`config.mk`:
```
export PLATFORM = sky130hd
export DESIGN_NAME = fetch_prefetch_unit
export DESIGN_NICKNAME = d
export VERILOG_FILES = /design/src/rtl/fetch_prefetch_unit.sv
export SDC_FILE = /design/constraint.sdc
export NUM_CORES = 1
export LEC_CHECK = 0
export BUFFER_PORTS_ARGS = -buffer_cell sky130_fd_sc_hd__buf_4
export CORE_AREA = 3 3 140 142
export DETAILED_ROUTE_END_ITERATION = 10
export DIE_AREA = 0 0 143 145
export MAX_ROUTING_LAYER = met4
export PLACE_DENSITY = 0.84
export SETUP_SLACK_MARGIN = 0.3
export SYNTH_ARGS = -nofsm -noshare
export SYNTH_HDL_FRONTEND = slang
export SYNTH_SLANG_ARGS = --single-unit
export TNS_END_PERCENT = 10
```
`constraint.sdc`:
```
create_clock -name clk -period 15.2 [get_ports clk]
set_input_delay 0 -clock clk [delete_from_list [all_inputs] [get_ports clk]]
set_output_delay 0 -clock clk [all_outputs]
set_load 0.01 [all_outputs]
```
`src/rtl/fetch_prefetch_unit.sv`:
```
// Instruction-fetch stage: owns the fetch PC, issues credit-limited word reads to
// instruction memory and buffers returned words with their PC for decode.
module fetch_prefetch_unit #(
    parameter logic [31:0] RESET_PC   = 32'h0000_0000,
    parameter int          FIFO_DEPTH = 2
) (
    input  logic        clk,
    input  logic        rst,
    output logic        imem_req_valid,
    output logic [31:0] imem_req_addr,
    input  logic        imem_req_ready,
    input  logic        imem_rsp_valid,
    input  logic [31:0] imem_rsp_data,
    input  logic        redirect_valid,
    input  logic [31:0] redirect_pc,
    output logic        inst_valid,
    output logic [31:0] inst_out,
    output logic [31:0] inst_pc,
    input  logic        inst_ready
);
    localparam int PW = $clog2(FIFO_DEPTH);
    localparam int CW = PW + 1;
    localparam logic [CW-1:0] DEPTH_C = CW'(FIFO_DEPTH);

    logic [31:0]   fetch_pc_reg, rsp_pc_reg;
    logic [CW-1:0] occ_reg, outstanding_reg, drop_cnt_reg;
    logic [PW-1:0] rd_ptr_reg, wr_ptr_reg;
    logic [31:0]   inst_out_reg, inst_pc_reg;
    logic [31:0]   data_mem [FIFO_DEPTH];
    logic [31:0]   pc_mem   [FIFO_DEPTH];

    logic          req_fire, push, pop;
    logic [CW-1:0] occ_after_pop, occ_next, outstanding_next, drop_cnt_next;
    logic [PW-1:0] rd_ptr_next;
    logic [31:0]   head_data_next, head_pc_next;
    logic [31:0]   redirect_aligned;
    logic          unused_redirect_bits;

    assign redirect_aligned     = {redirect_pc[31:2], 2'b00};
    assign unused_redirect_bits = ^redirect_pc[1:0];

    // Credits count buffered plus in-flight words, so the FIFO can never overflow.
    assign imem_req_valid = !rst && !redirect_valid &&
                            ((occ_reg + outstanding_reg) < DEPTH_C);
    assign imem_req_addr  = fetch_pc_reg;
    assign req_fire       = imem_req_valid && imem_req_ready;

    assign inst_valid = (occ_reg != '0);
    assign inst_out   = inst_out_reg;
    assign inst_pc    = inst_pc_reg;
    assign pop        = inst_valid && inst_ready;
    assign push       = imem_rsp_valid && (drop_cnt_reg == '0) && !redirect_valid;

    always_comb begin
        outstanding_next = outstanding_reg + CW'(req_fire) - CW'(imem_rsp_valid);
        occ_after_pop    = occ_reg - CW'(pop);
        rd_ptr_next      = rd_ptr_reg + PW'(pop);
        if (redirect_valid) begin
            occ_next      = '0;
            drop_cnt_next = outstanding_reg - CW'(imem_rsp_valid);
        end else begin
            occ_next      = occ_after_pop + CW'(push);
            drop_cnt_next = drop_cnt_reg;
            if (imem_rsp_valid && drop_cnt_reg != '0)
                drop_cnt_next = drop_cnt_reg - CW'(1);
        end
    end

    // Next head: the word being pushed if the buffer drains to empty, else the stored entry.
    always_comb begin
        head_data_next = data_mem[rd_ptr_next];
        head_pc_next   = pc_mem[rd_ptr_next];
        if (occ_after_pop == '0) begin
            head_data_next = imem_rsp_data;
            head_pc_next   = rsp_pc_reg;
        end
    end

    always_ff @(posedge clk or posedge rst) begin
        if (rst) begin
            fetch_pc_reg    <= RESET_PC;
            rsp_pc_reg      <= RESET_PC;
            occ_reg         <= '0;
            outstanding_reg <= '0;
            drop_cnt_reg    <= '0;
            rd_ptr_reg      <= '0;
            wr_ptr_reg      <= '0;
            inst_out_reg    <= '0;
            inst_pc_reg     <= '0;
        end else begin
            outstanding_reg <= outstanding_next;
            drop_cnt_reg    <= drop_cnt_next;
            occ_reg         <= occ_next;
            if (redirect_valid) begin
                fetch_pc_reg <= redirect_aligned;
                rsp_pc_reg   <= redirect_aligned;
                rd_ptr_reg   <= '0;
                wr_ptr_reg   <= '0;
            end else begin
                if (req_fire)
                    fetch_pc_reg <= fetch_pc_reg + 32'd4;
                if (push) begin
                    rsp_pc_reg <= rsp_pc_reg + 32'd4;
                    wr_ptr_reg <= wr_ptr_reg + PW'(1);
                end
                rd_ptr_reg <= rd_ptr_next;
            end
            if (occ_next != '0) begin
                inst_out_reg <= head_data_next;
                inst_pc_reg  <= head_pc_next;
            end
        end
    end

    always_ff @(posedge clk) begin
        if (push) begin
            data_mem[wr_ptr_reg] <= imem_rsp_data;
            pc_mem[wr_ptr_reg]   <= rsp_pc_reg;
        end
    end

    fifo_no_overflow: assert property (@(posedge clk) disable iff (rst)
        !(push && !pop && occ_reg == DEPTH_C));
endmodule

```
==> results.py <==
metrics = {
    "worst_hold_path": {
        "hold_path.class": "primary input to flop",
    },
    "sta": {
        "fin_crit_ns": 3.068,
        "rsz0062_at_grt": "false",
        "slew_violations": 0,
        "setup_viol": 0,
        "finClkSkew_ns": 0.01002,
        "fin_tns_setup_ns": 0,
        "final.period_utilization": 0.2018,
        "worst_slew_pin_slew_ns": 0.9731,
        "slew_headroom": 0.3482,
        "fin_ws_ns": 12.13,
        "whs_ns": 0.006270,
        "finalHoldViolations": 0,
        "max_clock_freq_mhz": 326.0,
    },
    "global_routing": {
        "overflow": 0,
        "grt_max_degree": 91,
        "grt_usage": 0.2723,
        "antenna_found_initial": 0,
        "grt_pass1_wl_mm": 44.41,
        "grt_pass1_vias": 8582,
    },
    "placed_design": {
        "dp_cells": 1258,
        "portBuffers": 161,
        "globalplace.congestion": 0.8848,
        "dp_hpwl_mm": 16.28,
        "pre_cts_ws_ns": 12.16,
        "placed_cell_area_sq_um": 12570,
    },
    "worst_setup_path": {
        "path_class": "flop to flop",
        "max_stage_delay_ns": 0.83,
        "required_ns": 15.58,
        "end_kind": "flop",
        "crit_arrival_ns": 3.44,
        "crit_chain": "o21a_1, xnor2_4, buf_4, nor2b_1, a211oi_1, o2bb2ai_1",
        "crit_family": "buffers and inverters",
        "slowest_stage": "buf_4",
        "start_kind": "flop",
        "critPathBufInv": 1,
        "path_max_fanout": 90,
    },
    "clocking": {
        "clock-sinks": 254,
        "cts-htree-levels": 1,
        "cts.path.max_buffers": 3,
        "cts_tree": "yes",
        "clk_pin_slew_ns": 0.06,
        "cts_resized": 0,
        "root_buffer": "clkbuf_16",
        "clock_latency_ns": 0.50,
        "cts_inserted_buffers": 25,
    },
    "yosys": {
        "netlist.area_leader.share": 0.3320,
        "yosys.area.top_type": "edfxtp_1",
        "synth-async-reset-ratio": 0.5118,
        "synth_seq_cells": 254,
        "synth_edf_count": 124,
        "synth.distinct_cells": 60,
        "yosys-top-cells-area": "edfxtp_1 33%, dfrtp_1 29%, o2bb2ai_1 4.8%, a211oi_1 4.3%, o21ai_0 3.7%",
        "syn_area_sq_um": 11210,
        "yosys_warnings": 0,
        "synth.top_cells.by_count": "130 x dfrtp_1, 124 x edfxtp_1, 83 x o21ai_0, 64 x a211oi_1, 64 x nor2b_1",
        "postSynthCellCount": 911,
        "ys.flop_type": "dfrtp_1",
        "synth.most_common_cell": "dfrtp_1",
        "avgSynthCellArea_sq_um": 12.31,
        "yosysSeqAreaShare": 0.6221,
    },
    "route": {
        "routedWlPerCell_um": 20.30,
        "post-route-drc-count": 0,
        "viasPerCell": 6.170,
        "dr_total_vias": 8441,
        "first_pass_iters": 6,
        "drtIter0Drc": 668,
        "routed_wl_mm": 27.78,
        "ant_nets": 0,
    },
    "final_layout": {
        "antennaDiodeCount": 0,
        "fin_cells": 1368,
        "final_area_sq_um": 14020,
        "final_core_util": 0.7545,
        "layout-drive-gt1-share": 0.2108,
        "largest_reg_flops": 64,
        "syn_to_final_growth_pct": 25.01,
        "final_nets": 1194,
    },
    "floorplan": {
        "die_h_um": 145,
        "rows": 50,
        "dieArea_sq_um": 20740,
        "die_w_um": 143,
        "core_area_sq_um": 18580,
        "start_util": 0.6036,
        "ios": 168,
    },
    "power": {
        "finalPower_mw": 2.568,
        "ir_drop_uv": 179.9,
        "power.density_nw_per_um2": 183.2,
        "p_leak_nw": 5.358,
    },
    "run": {
        "cap_viol_max_count": 0,
    },
    "outcome": {
        "status": "finished clean",
    },
}
cell usage in the layout, fill, tap and decap left out, types with 3 or more instances in the layout:
cell	count
or4_1	5
nand4_1	24
nand3_1	25
o31ai_1	3
conb_1	4
o21ai_1	4
clkbuf_16	25
nor2_1	18
a31oi_1	3
nand2_1	54
a211oi_1	64
o2bb2ai_1	62
buf_4	170
a31o_2	3
a21boi_0	4
dlygate4sd3_1	65
and2_1	5
mux2_2	9
clkinv_2	5
and4_1	4
o211ai_1	11
xnor2_1	27
nor2b_1	64
dfrtp_1	130
ha_1	8
clkbuf_8	4
or3_1	3
edfxtp_1	124
o311ai_0	11
nor4_1	3
nand2b_1	5
inv_1	17
o21ai_0	83
clkbuf_1	7
and3_1	8
xor2_1	16
nor3_1	9
a21oi_1	10
layer usage:
metal,share of wire,track usage
met4,0.025,0.08413
met1,0.42,0.3788
met2,0.48,0.4248
met5,0,-
met3,0.072,0.03362
worst register-to-register path: stages (launching register included):
cell	delay (ns)
dfrtp_1	0.47
o21a_1	0.30
xnor2_4	0.76
buf_4	0.84
nor2b_1	0.17
a211oi_1	0.29
o2bb2ai_1	0.12
power by group:
part           total [mW]  internal, mW  switching [mW]
clock               0.601         0.356           0.244
combinational       0.996         0.383           0.612
sequential          0.972         0.864           0.107
total                2.57          1.60           0.964
final cells by class:
type / count / area, sq um
flip-flops and latches: 254 / 6977
repair buffers: 235 / 1927
inverters: 19 / 76.32
clock inverters: 9 / 96.34
well taps: 234 / 292.8
multi-input cells: 581 / 3944
clock buffers: 36 / 706.9
fillers: 1140 / 4561
final timing paths:
check	startpoint	end	slack, ns	depth (start not counted)
min reg2reg	inst_out[23]$_DFFE_PP0P_	inst_out[23]$_DFFE_PP0P_	0.49	1
max	occ_reg[1]$_DFF_PP0_	inst_pc[23]$_DFFE_PP0P_	12.13	6
max reg2reg	occ_reg[1]$_DFF_PP0_	inst_pc[23]$_DFFE_PP0P_	12.13	6
min	redirect_valid	wr_ptr_reg$_DFFE_PP0P_	0.006	2
max in group asynchronous	rst	inst_out[13]$_DFFE_PP0P_	13.63	4
min in group asynchronous	rst	imem_req_addr[7]$_DFFE_PP0P_	0.17	3
logic make-up (layout without fill, tap and decap cells):
| family | count (synthesis) | in the layout | synth area share |
|---|---|---|---|
| AO/OA/AOI/OAI | 267 | 267 | 0.1659 |
| XOR/XNOR | 45 | 45 | 0.03648 |
| adder cells (fa/ha/maj) | 8 | 8 | 0.008926 |
| buffers and inverters | 79 | 299 | 0.02979 |
| flip-flops | 254 | 254 | 0.6221 |
| multiplexers | 11 | 11 | 0.01127 |
| other | 1 | 4 | 0.0003344 |
| AND/OR/NAND/NOR | 246 | 246 | 0.1252 |
repair_timing:
item	4_1_cts	5_1_grt
endpoints found under the setup margin	0	0
hold endpoints to repair	218	0
hold buffers	65	0
setup buffers	0	0
Note: power is estimated with default switching activity, not from simulation.
